--- config.mk ---
export PLATFORM = sky130hd
export DESIGN_NAME = epsm_wr_sched
export DESIGN_NICKNAME = d
export VERILOG_FILES = /design/src/rtl/epsm_wr_sched.sv
export SDC_FILE = /design/constraint.sdc
export NUM_CORES = 1
export LEC_CHECK = 0
export ABC_AREA = 1
export CAP_MARGIN = 10
export CORE_MARGIN = 2
export CORE_UTILIZATION = 30
export DETAILED_ROUTE_END_ITERATION = 10
export PLACE_DENSITY = 0.54
export SLEW_MARGIN = 20
export SYNTH_ARGS = -nofsm -noshare
export SYNTH_HDL_FRONTEND = slang
export SYNTH_SLANG_ARGS = --single-unit
--- constraint.sdc ---
create_clock -name clk -period 3 [get_ports clk]
set_input_delay 0.3 -clock clk [delete_from_list [all_inputs] [get_ports clk]]
set_output_delay 0.3 -clock clk [all_outputs]
set_load 0.02 [all_outputs]
--- src/rtl/epsm_wr_sched.sv ---
// Purpose: queue decoded CPU writes to the EPSM window and replay them to the YM2608 with safe bus timing.
// Latency: a write accepted in cycle 0 drives cs_n low in cycle 2, and wr_n low SETUP_CYC cycles later.
// Backpressure: none upstream; a write that finds the queue full with no pop in that cycle is dropped and latched in overflow.
//
// Ports:
//   clk, rst              50 MHz clock, synchronous active-high reset
//   wr_stb, wr_a, wr_d    one-cycle CPU write capture (address bits [1:0], data)
//   ovf_clr               clears the sticky overflow flag (a same-cycle drop wins)
//   ym_a, ym_d            chip address/data, updated only when an entry is popped
//   ym_cs_n, ym_wr_n      chip select and write strobe, active low
//   busy, fifo_full, fifo_empty, overflow, level   status
module epsm_wr_sched #(
    parameter int DEPTH     = 16,
    parameter int SETUP_CYC = 2,
    parameter int PULSE_CYC = 6,
    parameter int ADDR_WAIT = 107,
    parameter int DATA_WAIT = 519
) (
    input  logic       clk,
    input  logic       rst,
    input  logic       wr_stb,
    input  logic [1:0] wr_a,
    input  logic [7:0] wr_d,
    input  logic       ovf_clr,
    output logic [1:0] ym_a,
    output logic [7:0] ym_d,
    output logic       ym_cs_n,
    output logic       ym_wr_n,
    output logic       busy,
    output logic       fifo_full,
    output logic       fifo_empty,
    output logic       overflow,
    output logic [6:0] level
);

    function automatic int max2(input int a, input int b);
        return (a > b) ? a : b;
    endfunction

    localparam int PW   = (DEPTH > 1) ? $clog2(DEPTH) : 1;
    localparam int MAXP = max2(max2(SETUP_CYC, PULSE_CYC), max2(ADDR_WAIT, DATA_WAIT));
    localparam int CW   = (MAXP > 0) ? $clog2(MAXP + 1) : 1;

    // Counters run from N-1 down to 0, so a phase lasts exactly N cycles.
    localparam logic [CW-1:0] SETUP_LD = CW'((SETUP_CYC > 0) ? SETUP_CYC - 1 : 0);
    localparam logic [CW-1:0] PULSE_LD = CW'((PULSE_CYC > 0) ? PULSE_CYC - 1 : 0);
    localparam logic [CW-1:0] AWAIT_LD = CW'((ADDR_WAIT > 0) ? ADDR_WAIT - 1 : 0);
    localparam logic [CW-1:0] DWAIT_LD = CW'((DATA_WAIT > 0) ? DATA_WAIT - 1 : 0);

    typedef enum logic [2:0] {
        S_IDLE,
        S_SETUP,
        S_STROBE,
        S_HOLD,
        S_WAIT
    } state_t;

    state_t          state_q, state_d;
    logic [CW-1:0]   cnt_q, cnt_d;
    logic [6:0]      count_q;
    logic [PW-1:0]   wr_ptr_q, rd_ptr_q;
    logic [9:0]      mem_q [DEPTH];
    logic [1:0]      ym_a_q;
    logic [7:0]      ym_d_q;
    logic            ovf_q;

    logic            pop;
    logic            push_ok;
    logic            drop;
    logic            wait_nz;

    assign pop     = (state_q == S_IDLE) && (count_q != 7'd0);
    // A full queue still accepts when the head leaves in the same cycle.
    assign push_ok = wr_stb && ((count_q < 7'(DEPTH)) || pop);
    assign drop    = wr_stb && !push_ok;
    // Address-port writes (A0=0) need the short recovery, data-port writes the long one.
    assign wait_nz = ym_a_q[0] ? (DATA_WAIT > 0) : (ADDR_WAIT > 0);

    // ---------------- state register ----------------
    always_ff @(posedge clk) begin
        if (rst) begin
            state_q <= S_IDLE;
        end else begin
            state_q <= state_d;
        end
    end

    // ---------------- next-state logic ----------------
    always_comb begin
        state_d = state_q;
        unique case (state_q)
            S_IDLE: begin
                if (pop) begin
                    if (SETUP_CYC > 0)      state_d = S_SETUP;
                    else if (PULSE_CYC > 0) state_d = S_STROBE;
                    else                    state_d = S_HOLD;
                end
            end
            S_SETUP: begin
                if (cnt_q == '0) state_d = (PULSE_CYC > 0) ? S_STROBE : S_HOLD;
            end
            S_STROBE: begin
                if (cnt_q == '0) state_d = S_HOLD;
            end
            S_HOLD: begin
                state_d = wait_nz ? S_WAIT : S_IDLE;
            end
            S_WAIT: begin
                if (cnt_q == '0) state_d = S_IDLE;
            end
            default: state_d = S_IDLE;
        endcase
    end

    // Phase counter: reload on every state change, otherwise count down to 0.
    always_comb begin
        cnt_d = cnt_q;
        if (state_d != state_q) begin
            unique case (state_d)
                S_SETUP:  cnt_d = SETUP_LD;
                S_STROBE: cnt_d = PULSE_LD;
                S_WAIT:   cnt_d = ym_a_q[0] ? DWAIT_LD : AWAIT_LD;
                default:  cnt_d = '0;
            endcase
        end else if (cnt_q != '0) begin
            cnt_d = cnt_q - CW'(1);
        end
    end

    // ---------------- output logic ----------------
    always_comb begin
        ym_cs_n = 1'b1;
        ym_wr_n = 1'b1;
        unique case (state_q)
            S_SETUP:  ym_cs_n = 1'b0;
            S_STROBE: begin
                ym_cs_n = 1'b0;
                ym_wr_n = 1'b0;
            end
            S_HOLD:   ym_cs_n = 1'b0;
            default:  ;
        endcase
    end

    // ---------------- queue and bus registers ----------------
    always_ff @(posedge clk) begin
        if (rst) begin
            cnt_q    <= '0;
            count_q  <= 7'd0;
            wr_ptr_q <= '0;
            rd_ptr_q <= '0;
            ym_a_q   <= 2'd0;
            ym_d_q   <= 8'd0;
            ovf_q    <= 1'b0;
        end else begin
            cnt_q <= cnt_d;
            if (push_ok) wr_ptr_q <= wr_ptr_q + PW'(1);
            if (pop) begin
                rd_ptr_q <= rd_ptr_q + PW'(1);
                ym_a_q   <= mem_q[rd_ptr_q][9:8];
                ym_d_q   <= mem_q[rd_ptr_q][7:0];
            end
            if (push_ok && !pop)      count_q <= count_q + 7'd1;
            else if (pop && !push_ok) count_q <= count_q - 7'd1;
            if (drop)         ovf_q <= 1'b1;
            else if (ovf_clr) ovf_q <= 1'b0;
        end
    end

    // Storage needs no reset; the pointers define what is valid.
    always_ff @(posedge clk) begin
        if (push_ok) mem_q[wr_ptr_q] <= {wr_a, wr_d};
    end

    assign ym_a       = ym_a_q;
    assign ym_d       = ym_d_q;
    assign busy       = (state_q != S_IDLE) || (count_q != 7'd0);
    assign fifo_full  = (count_q == 7'(DEPTH));
    assign fifo_empty = (count_q == 7'd0);
    assign overflow   = ovf_q;
    assign level      = count_q;

endmodule

Yosys cells after proc, flatten, opt, wreduce, memory -nomap -nowiden. Memory sizes are Yosys's and may differ from the RTL's. A register that Yosys moved wholly into a read port is not among the register bits. Index checks and enable logic that the tools add are counted. Widths: inputs -> output; s select.

Mux-type cells: 17. Add/subtract/negate cells: 5. $lt $le $gt $ge: 1. Eq/ne operators: 9. Reduce and logical (&&, ||, !) cells: 19.

Operator list (count): $mux 10 (3); $pmux 10 s3 (1); $pmux 3 s5 (1); $mux 7 (2); $mux 3 (4); $logic_not 10->1 (1); $reduce_bool 10->1 (1); $sub 10x1->10 const B (1); $eq 3x2->1 const B (3); $add 4x1->4 const B (2); $add 7x1->7 const B (1); $eq 7x5->1 const B (1); $logic_not 7->1 (1); $lt 7x5->1 const B (1); $reduce_bool 7->1 (1); $sub 7x1->7 const B (1); $eq 3x1->1 const B (2); $eq 3x3->1 const B (2); $mux 1 (6); $reduce_bool 2->1 (3); $logic_and 1x1->1 (5); $logic_not 3->1 (1); $ne 3x3->1 (1); $reduce_bool 3->1 (1); 3 further kinds (5).

Word-level logic and storage cells: 58. Memories: 1. Register bits: 29. Bits in writable memories: 160. Input port bits: 14. Output and inout bits: 23.

Memory list: mem_q (words 16, bits a word 10, rd ports 1, clocked after Yosys merged registers in 1, wr ports 1, RTL line 62) `logic [9:0] mem_q [DEPTH];`.

Longest topological paths before layout. Gate-level depths: netlist (run 1).

Depth in word-level cells: 8. Mapped depth: 18. Depth with buffers taken out: 18.

Worst setup path after synthesis (run 1). OpenSTA, ideal clock, no wires.

Kind: reg-to-reg. Start: register count_q[6], in the netlist level[6]. End: register count_q[5], in the netlist level[5]. Period minus slack after synthesis: 2492 ps. Slack: 508 ps. Arrival time: 2376 ps. Path buffers: 0. Setup time: 115 ps. Required time: 2885 ps. Stages on the path, launching flop included: 17. Cell sequence: dfxtp_1 > nor2_1 > nand2_1 > o21ai_2 > nand2_1 > nand2_1 > inv_2 > ha_1 > inv_1 > ha_1 > a21oi_1 > nand2_1 > a21oi_1 > o21ai_0 > xor2_1 > o21ai_0 > inv_1.

Cells in the longest elaborated chain, start to end: 7. Elaborated cells between the ends (all ways): 11. Those cells by class: 1 x order compare; 1 x mux; 9 x reduce/logical.

RTL lines: start, declared (RTL line 60) `logic [6:0] count_q;`; start signal, assigned (RTL line 163) `if (push_ok && !pop) count_q <= count_q + 7'd1;`; start signal, assigned (RTL line 164) `else if (pop && !push_ok) count_q <= count_q - 7'd1;`; parallel branches: the longest is 2 deep, another holds $lt 7x5->1; $logic_or 1x1->1 * (RTL line 74) `assign push_ok = wr_stb && ((count_q < 7'(DEPTH)) || pop);`; $logic_and 1x1->1 * (RTL line 74); net push_ok (RTL line 68) `logic push_ok;`; $logic_not 1->1 (RTL line 164); $logic_and 1x1->1 (RTL line 164); $reduce_bool 2->1 (no source line).

Mark *: on every way through the listed nets, which the timed path passes. A chain may end at the register's enable or synchronous reset.

Final worst setup path (run 1).
Start: register count_q[0], in the netlist level[0]. End: register count_q[5], in the netlist level[5].

The elaborated chain is that of the path after synthesis.

==> results of run 1 <==
[kinds of logic (layout without fill, tap and decap cells)]
kind of cell    count (synthesis)  after routing  synth area share [%]
simple gates                  236            236                  12.1
flops                         199            199                  67.1
compound gates                184            184                  13.3
buf+inv                        83            138                  4.09
xor+xnor                       14             14                  1.47
fa+ha+maj                      13             13                  2.04
[stage by stage]
| stage | utilization (%) | hold WS (ns) | setup slack, ns |
|---|---|---|---|
| after floorplan | - | 0.399 | 0.508 |
| after global placement | 33.9 | 0.463 | 0.380 |
| after detailed placement | 33.9 | 0.470 | 0.317 |
| after CTS | 36.2 | 0.482 | 0.288 |
| after global routing | 36.2 | 0.496 | 0.0532 |
| final | 36.2 | 0.476 | 0.356 |
[flip-flops by register name, summed over array words and instances (netlist names)]
name	flops
wr_ptr_q	4
ym_a	2
ym_d	8
level	7
mem_q	160
rd_ptr_q	4
cnt_q	10
state_q	3
overflow	1
[layer usage]
metal	wire, um	part of all wire, %	global-route usage, %	vias to the layer above
li1	-	-	-	2688
met1	10100	50	20.9	2689
met2	8940	45	21.7	126
met3	837	4.2	3.08	10
met4	198	0.99	3.94	0
met5	0	0	0	-
[area by class of cell]
class                   count  area, um^2  share of cell area, %
clock buffers              17         425                   4.34
repair buffers             62         568                   5.79
multi-input cells         447        2400                   24.5
inverters                  44         170                   1.74
clock inverters            15         185                   1.89
flip-flops and latches    199        5590                   57.0
well taps                 372         465                   4.75
[how the worst min path moves through the flow]
stage                     startpoint           to  cells past startpoint
final                       overflow     overflow                      2
after global routing        overflow     overflow                      2
after CTS                   overflow     overflow                      2
after detailed placement    overflow     overflow                      2
after global placement      overflow     overflow                      2
after floorplan              wr_d[0]  mem_q[0][0]                      0
[repair_timing]
item                                    CTS  global route
buffers inserted                          0             0
endpoints found under the setup margin    0             1
gates resized for setup                   0             2
[placed cells by master (no fill, tap or decap), types with 4 or more instances in the layout]
master,count
buf_4,25
xor2_1,11
nand2_2,4
o21ai_0,99
nand2_1,32
inv_1,36
nor2_1,151
dfxtp_1,37
ha_1,12
o211ai_1,44
nor3_1,5
edfxtp_1,160
o221ai_1,8
a21oi_1,18
clkbuf_16,17
inv_2,6
nand3_1,29
clkinv_8,7
clkdlybuf4s50_1,36
o22ai_1,10
[critical path: cells and delay by family, from the launching register on]
| kind | cells | cell delay [ns] |
|---|---|---|
| flops | 1 | 0.37 |
| buf+inv | 3 | 0.27 |
| compound gates | 5 | 0.70 |
| fa+ha+maj | 2 | 0.53 |
| xor+xnor | 1 | 0.15 |
| simple gates | 5 | 0.51 |
[power groups by stage]
stage | clock [mW] | sequential [mW] | combinational (mW)
after floorplan | 0 | 3.56 | 2.43
final | 2.28 | 3.42 | 3.64
after CTS | 2.34 | 3.42 | 3.65
after detailed placement | 0 | 3.48 | 3.63
after global placement | 0 | 3.48 | 3.64
after global routing | 2.45 | 3.45 | 4.07
==> impl_metrics.toml, run 1 <==
[pwr]
share_comb_of_total_power_pct = 38.9
swShare_pct = 39.6
ir_worst_vdd_mv = 0.680
clockPowerShare_pct = 24.4
p_leak_nw = 3.39
p_seq_share_pct = 36.6
power_density_nw_per_um2 = 952
p_total_mw = 9.34
p_int_mw = 5.63
p_switching_mw = 3.70

[timing]
setup_viol_count_final = 0
period_share_pct = 88.1
fin_tns_setup_ns = 0
clock.fmax_mhz = 378
relSlewSlack_pct = 39.6
finalClockSkew_ns = 0.0100
worst_pin_slew_ns = 0.906
finalHoldViolCount = 0
period_minus_slack_ns = 2.64
slew_violations = 0
rsz0062_at_grt = "no"

[detailed_routing]
vias = 5513
ant_nets = 0
drt_iter0_markers = 365
wirelength_mm = 20.0
wl_per_cell_um = 17.3
dr.pass1.iters = 5
drc_errors = 0
viasPerCell = 4.77

[yosys]
synth.area.top_cells = "edfxtp_1 58%, dfxtp_1 9.4%, nor2_1 6.9%"
yosys_warnings = 0
synthTopCellsByCount = "160 x edfxtp_1, 152 x nor2_1, 99 x o21ai_0"
synth_cell_types = 37
ys_seq_area_share_pct = 67.1
synth-async-reset-ratio_pct = 0
avgSynthCellArea_um2 = 11.4
post-synth-top-count-cell = "edfxtp_1"
synth_top_cell_by_area = "edfxtp_1"
synth-edff-count = 160
ys_ff_latch = 199
syn_inst = 729
synth_area_um2 = 8330
synth_ff_type = "edfxtp_1"
synth_nets = 756
synth_top_area_share_pct = 57.7

[cells_and_area]
num-nets-final = 798
nFillCells = 2641
final_cell_area_um2 = 9800
syn2layout_area_growth_pct = 17.8
diodes = 0
layout-drive-gt1-share_pct = 10.6
fin_cells = 1156

[global_route]
grt_usage_pct = 14.4
overflow = 0
grt_pass1_vias = 5392
grt_pass1_wl_mm = 31.5
grt_max_degree = 83
antenna_found_initial = 0

[worst_setup_path]
max_stage_delay_ns = 0.37
cp.required_ns = 3.33
reg2reg_slack_ns = 0.36
end_kind = "register"
slowest_stage = "dfxtp_1"
crit_start = "level[0]"
r2r_end = "level[5]"
critical_path_class = "register to register"
arrival_ns = 2.98
timing.rr.start = "level[0]"
cp_max_fo = 6
cpMostUsedCell = "nand2_1"
rr_worst_depth = 16
crit_path_cell_trace = "nor2_1 -> nand2_1 -> o21ai_2 -> nand2_1 -> nand2_1 -> inv_2 -> ha_1 -> inv_2 -> ha_1 -> a21oi_1 -> nand2_1 -> a21oi_1 -> o21ai_0 -> xor2_1 -> o21ai_0 -> inv_1"
endpoint = "level[5]"
worstSetupStartpointType = "register"

[floorplan]
start_util_pct = 30.7
coreArea_um2 = 27100
rows = 60
dieArea_um2 = 29100
die_height_um = 171
num_io_pins = 37
fp.dieW_um = 171

[place]
port_buffers = 36
gp_congestion = 0.793
dpl_cell_area_um2 = 9190
placed_cells = 1124
dp_hpwl_mm = 12.3

[clocking]
numCtsBuffers = 17
clk_pin_slew_ns = 0.08
clkSinkCount = 199
cts_max_level = 4
clkLatencyLatePin_ns = 0.44
cts-root-buf = "clkbuf_16"
tritoncts = "done"
clk_path_buf_depth = 2
cts_hold_buf = 0

[hold_path]
hold_path_class = "register to register"

[job]
cap_violations = 0

[run_status]
status = "finished clean"
Power figures use the tool's default switching activity.
==> run 2: changes to the inputs <==
Settings changed: SKIP_LAST_GASP from default to 1.
==> results of run 2 <==
No change in the layout: final DEF, timing and power equal those of run 1.
